### config.mk
export PLATFORM = sky130hd
export DESIGN_NAME = snake_mover
export DESIGN_NICKNAME = d
export VERILOG_FILES = /design/src/rtl/snake_pkg.sv /design/src/rtl/snake_tick_gen.sv /design/src/rtl/snake_mover.sv
export SDC_FILE = /design/constraint.sdc
export NUM_CORES = 1
export LEC_CHECK = 0
export CAP_MARGIN = 10
export CORE_MARGIN = 2
export CORE_UTILIZATION = 48
export CTS_BUF_LIST = sky130_fd_sc_hd__clkbuf_2 sky130_fd_sc_hd__clkbuf_4 sky130_fd_sc_hd__clkbuf_8
export DETAILED_ROUTE_END_ITERATION = 16
export PLACE_DENSITY = 0.79
export RECOVER_POWER = 50
export SYNTH_ARGS = -nofsm -noshare
export SYNTH_HDL_FRONTEND = slang
export SYNTH_SLANG_ARGS = --single-unit
### constraint.sdc
create_clock -name clk -period 2.2 [get_ports clk]
set_input_delay 0.55 -clock clk [delete_from_list [all_inputs] [get_ports clk]]
set_output_delay 0.55 -clock clk [all_outputs]
set_load 0.05 [all_outputs]
### src/rtl/snake_pkg.sv
// Shared types and widths for the snake mover: direction encoding and
// head/segment geometry.
package snake_pkg;

    localparam int COORD_W = 20;
    localparam int SEG_W   = 2 * COORD_W;
    localparam int SEG_N   = 5;

    typedef enum logic [1:0] {
        DIR_UP    = 2'b00,
        DIR_RIGHT = 2'b01,
        DIR_DOWN  = 2'b10,
        DIR_LEFT  = 2'b11
    } dir_e;

    // Opposite directions differ only in the upper encoding bit.
    function automatic dir_e opposite(input dir_e d);
        return dir_e'(d ^ 2'b10);
    endfunction

endpackage

### src/rtl/snake_tick_gen.sv
// Move-step timebase: counts 0..TICK_DIV-1 and fires tick on terminal count.
// While freeze is high the count holds and no tick is produced.
module snake_tick_gen #(
    parameter int TICK_DIV = 25000000
) (
    input  logic clk,
    input  logic rst_n,
    input  logic freeze,
    output logic tick
);

    localparam int                CNT_W = (TICK_DIV > 2) ? $clog2(TICK_DIV) : 1;
    localparam logic [CNT_W-1:0] LAST  = CNT_W'(TICK_DIV - 1);

    logic [CNT_W-1:0] cnt;

    assign tick = (cnt == LAST) && !freeze;

    always_ff @(posedge clk or negedge rst_n) begin
        if (!rst_n) begin
            cnt <= '0;
        end else if (!freeze) begin
            cnt <= (cnt == LAST) ? '0 : cnt + CNT_W'(1);
        end
    end

endmodule

### src/rtl/snake_mover.sv
// Snake head/body position tracker: steps the head once per tick in the
// latched direction with playfield wrap, shifting the body behind it.
module snake_mover
    import snake_pkg::*;
#(
    parameter int TICK_DIV = 25000000,
    parameter int STEP     = 10,
    parameter int X_MAX    = 640,
    parameter int Y_MAX    = 480,
    parameter int X_START  = 320,
    parameter int Y_START  = 240
) (
    input  logic                   clk,
    input  logic                   rst_n,
    input  logic [1:0]             dir_req,
    input  logic                   dir_valid,
    input  logic                   pause,
    input  logic                   is_over,
    output logic [SEG_W-1:0]       head,
    output logic [SEG_N*SEG_W-1:0] body,
    output logic                   update
);

    localparam logic [COORD_W-1:0] STEP_C  = COORD_W'(STEP);
    localparam logic [COORD_W:0]   STEP_W  = (COORD_W+1)'(STEP);
    localparam logic [COORD_W:0]   X_MAX_W = (COORD_W+1)'(X_MAX);
    localparam logic [COORD_W:0]   Y_MAX_W = (COORD_W+1)'(Y_MAX);
    localparam logic [COORD_W-1:0] X_WRAP  = COORD_W'(X_MAX - STEP);
    localparam logic [COORD_W-1:0] Y_WRAP  = COORD_W'(Y_MAX - STEP);
    localparam logic [SEG_W-1:0]   HEAD_RST = {COORD_W'(X_START), COORD_W'(Y_START)};

    function automatic logic [SEG_N*SEG_W-1:0] body_init();
        logic [SEG_N*SEG_W-1:0] b;
        b = '0;
        for (int k = 0; k < SEG_N; k++) begin
            b[k*SEG_W +: SEG_W] = {COORD_W'(X_START - (k + 1) * STEP), COORD_W'(Y_START)};
        end
        return b;
    endfunction

    localparam logic [SEG_N*SEG_W-1:0] BODY_RST = body_init();

    logic               move;
    dir_e               dir_cur;
    dir_e               dir_pend;
    dir_e               dir_eff;
    logic [COORD_W-1:0] x;
    logic [COORD_W-1:0] y;
    logic [COORD_W:0]   x_sum;
    logic [COORD_W:0]   y_sum;
    logic [COORD_W-1:0] next_x;
    logic [COORD_W-1:0] next_y;

    snake_tick_gen #(
        .TICK_DIV (TICK_DIV)
    ) u_tick_gen (
        .clk    (clk),
        .rst_n  (rst_n),
        .freeze (pause | is_over),
        .tick   (move)
    );

    assign x     = head[SEG_W-1:COORD_W];
    assign y     = head[COORD_W-1:0];
    assign x_sum = {1'b0, x} + STEP_W;
    assign y_sum = {1'b0, y} + STEP_W;

    // A reversal is judged against the direction that will be current after
    // this cycle, so a request landing on a move cycle sees the new heading.
    assign dir_eff = move ? dir_pend : dir_cur;

    always_comb begin
        next_x = x;
        next_y = y;
        case (dir_pend)
            DIR_UP:    next_y = (y < STEP_C) ? Y_WRAP : y - STEP_C;
            DIR_DOWN:  next_y = (y_sum >= Y_MAX_W) ? '0 : y_sum[COORD_W-1:0];
            DIR_RIGHT: next_x = (x_sum >= X_MAX_W) ? '0 : x_sum[COORD_W-1:0];
            DIR_LEFT:  next_x = (x < STEP_C) ? X_WRAP : x - STEP_C;
            default:   ;
        endcase
    end

    always_ff @(posedge clk or negedge rst_n) begin
        if (!rst_n) begin
            head     <= HEAD_RST;
            body     <= BODY_RST;
            update   <= 1'b0;
            dir_cur  <= DIR_RIGHT;
            dir_pend <= DIR_RIGHT;
        end else begin
            update <= move;
            if (move) begin
                head    <= {next_x, next_y};
                body    <= {body[(SEG_N-1)*SEG_W-1:0], head};
                dir_cur <= dir_pend;
            end
            if (dir_valid && (dir_req != opposite(dir_eff))) begin
                dir_pend <= dir_e'(dir_req);
            end
        end
    end

endmodule

==> results.sh <==
export IMPL_run_status="finished, violations left"
export IMPL_violations="negative setup slack"
export IMPL_drc_errors=0
export IMPL_grt_pass1_vias=11200
export IMPL_fin_crit_ns=2.56
export IMPL_drv_slew=0
export IMPL_synth_ff_type="dfrtp_1"
export IMPL_routed_wl_um=46900
export IMPL_min_to="body[46]"
export IMPL_post_drt_via_cell_ratio=5.79
export IMPL_hold_depth=2
export IMPL_drt_pass1_iter_count=6
export IMPL_r2r_cells=10
export IMPL_hpwl_um=23600
export IMPL_leakage_nw=9.86
export IMPL_hp_class="register to register"
export IMPL_rsz0062_at_grt="true"
export IMPL_fin_setup_tns_ns=-31.55
export IMPL_gp_congestion=0.930
export IMPL_vias=12500
export IMPL_drive_gt1_share_pct=42.0
export IMPL_final_cell_mix="nand2_1, buf_4, dfrtp_1"
export IMPL_dpl_cell_area_sq_um=15400
export IMPL_path_depth=10
export IMPL_die_area_sq_um=25900
export IMPL_syn_inst=1369
export IMPL_rr_endpoint="head[29]"
export IMPL_diodes=0
export IMPL_ys_warn_count=0
export IMPL_relSlewSlack_pct=27.2
export IMPL_core_sq_um=24200
export IMPL_worst_pin_slew_ns=1.09
export IMPL_required_ns=2.63
export IMPL_grt_ovfl_total=0
export IMPL_setup_viol=244
export IMPL_cts_sinks=258
export IMPL_cpPeakStageDelay_ns=0.60
export IMPL_skew_ns=0.0238
export IMPL_dieHeight_um=161
export IMPL_mostFrequentLayoutCell="nand2_1"
export IMPL_yosysSeqAreaShare_pct=55.0
export IMPL_ant_nets=0
export IMPL_r2r_start="head[28]"
export IMPL_track_usage_pct=28.7
export IMPL_cpMostUsedCell="buf_4"
export IMPL_cp_top_family="simple AND/OR/NAND/NOR gates"
export IMPL_htree_levels=2
export IMPL_hold_violations=0
export IMPL_path_max_fanout=5
export IMPL_clockRootBuffer="clkbuf_8"
export IMPL_critical_path_arrival_ns=2.99
export IMPL_finalCritPeriodShare_pct=117
export IMPL_ir_worst_vdd_v=0.000401
export IMPL_final_core_util_pct=78.9
export IMPL_clockBufferDepth=3
export IMPL_rows=57
export IMPL_io_buffers=235
export IMPL_fmax_mhz=390
export IMPL_slowest_stage="or4_4"
export IMPL_wl_per_cell_um=21.6
export IMPL_grt_start_max_net_pins=67
export IMPL_async_flop_share_pct=100
export IMPL_fillers=1389
export IMPL_first_iter_violations=1271
export IMPL_power_w=0.0108
export IMPL_netlist_area_sq_um=11800
export IMPL_worstSetupPathType="register to register"
export IMPL_hold_start="body[6]"
export IMPL_powerDensity_nw_per_um2=564
export IMPL_grt_pass1_wl_um=59800
export IMPL_nets=1822
export IMPL_insertion_delay_ns=0.56
export IMPL_timing_hold_ws_ns=0.460
export IMPL_tritoncts="built"
export IMPL_area_growth_pct=61.7
export IMPL_syn_area_per_cell_sq_um=8.65
export IMPL_cts_buffers=43
export IMPL_io_pins=248
export IMPL_maxCapViolCount=0
export IMPL_synth_edf_count=0
export IMPL_cp_end_kind="register"
export IMPL_ys_ff_latch=258
export IMPL_design_area_sq_um=19100
export IMPL_path_cells="buf_6 > nand4_1 > or4_4 > or3_4 > o2111ai_2 > nor3b_2 > buf_4 > buf_4 > a31oi_4 > o22ai_1"
export IMPL_start_util_pct=48.8
export IMPL_fin_ws_ns=-0.364
export IMPL_antenna_found_initial=0
export IMPL_r2r_slack_ns=-0.36
export IMPL_path_buf_inv=3
export IMPL_yosysUniqueCellTypes=67
export IMPL_clk_pin_slew_worst_paths_ns=0.06
export IMPL_die_x_um=161
export IMPL_cp_start_kind="register"
==> timing repair <==
item,4_1_cts,5_1_grt
cloned,18,25
hold buffers,1,0
endpoints found under the setup margin,379,242
pin swaps,45,273
gates resized for setup,254,393
buffers inserted,31,22
endpoints found under the hold margin,29,0
==> layout make-up <==
type	instances	area, sq um	area share [%]
clock buffer	72	885	4.62
clock inverter	7	41.3	0.216
inverter	17	90.1	0.471
multi-input combinational	1013	6320	33.0
sequential	258	6530	34.1
tap	324	405	2.12
timing repair buffer	477	4870	25.4
==> per-layer routing <==
layer / up-vias / global-route usage, % / share of wire [%]
met5: - / 0 / 0
met4: 0 / 12.7 / 4.9
met3: 164 / 4.44 / 7.8
met2: 799 / 45.7 / 49
met1: 6199 / 39.4 / 38
li1: 5383 / - / -
==> sequential cells by signal (all words and copies together) (netlist names) <==
| register | count |
|---|---|
| dir_cur | 2 |
| u_tick_gen.cnt | 25 |
| body | 190 |
| update | 1 |
| head | 38 |
| dir_pend | 2 |
==> stage by stage <==
stage	worst slack [ns]	cells
5_1_grt	-0.433	2168
4_1_cts	-0.316	2130
3_3_place_gp	-0.570	2002
2_1_floorplan	-0.458	1380
6_report	-0.364	2168
3_5_place_dp	-0.621	2002
==> synthesized netlist by cell type, types with 4 or more instances <==
master | count | share of area [%]
a21oi_1 | 20 | 0.85
a31oi_1 | 10 | 0.53
and2_1 | 7 | 0.37
and4_1 | 6 | 0.44
buf_2 | 29 | 1.2
buf_4 | 17 | 1.1
clkbuf_1 | 44 | 1.4
dfrtp_1 | 211 | 45
dfstp_2 | 47 | 10
ha_1 | 5 | 0.53
inv_1 | 16 | 0.51
nand2_1 | 607 | 19
nand2b_1 | 4 | 0.21
nand3_1 | 25 | 1.1
nand4_1 | 20 | 1.1
nor2_1 | 58 | 1.8
nor3_1 | 35 | 1.5
nor3b_1 | 4 | 0.25
nor4_1 | 9 | 0.48
o21ai_0 | 44 | 1.9
o21ai_1 | 7 | 0.30
o311ai_0 | 4 | 0.30
o31ai_1 | 10 | 0.63
or3_1 | 12 | 0.63
or4_1 | 5 | 0.32
xnor2_1 | 26 | 1.9
xor2_1 | 18 | 1.3
==> worst max path at each step <==
stage / startpoint / slack, ns / end
finish: head[28] / -0.36 / head[29]
floorplan: head[27] / -0.46 / head[27]
CTS: head[29] / -0.32 / head[27]
detailed placement: is_over / -0.62 / head[7]
global placement: is_over / -0.57 / head[7]
global route: head[28] / -0.43 / head[29]
==> cell families after synthesis <==
| family | share of synthesized area (%) |
|---|---|
| compound gates | 7.62 |
| xor+xnor | 3.26 |
| fa+ha+maj | 0.529 |
| buf+inv | 4.52 |
| flops | 55.0 |
| mux | 0.0846 |
| other cells | 0.0317 |
| simple gates | 28.9 |
==> tightest hold or removal path: stages (launching register included) <==
cell and delay [ns]:
dfstp_2 0.37, nand2_1 0.05, nand2_1 0.04
==> power by group <==
group | total (W) | leakage, nW | switching, W | internal, W
combinational | 0.00129 | 5.99 | 0.000813 | 0.000475
clock | 0.00458 | 0.498 | 0.00204 | 0.00254
sequential | 0.00494 | 3.37 | 0.0000959 | 0.00484
No activity file was read; power rests on OpenSTA's default activity.
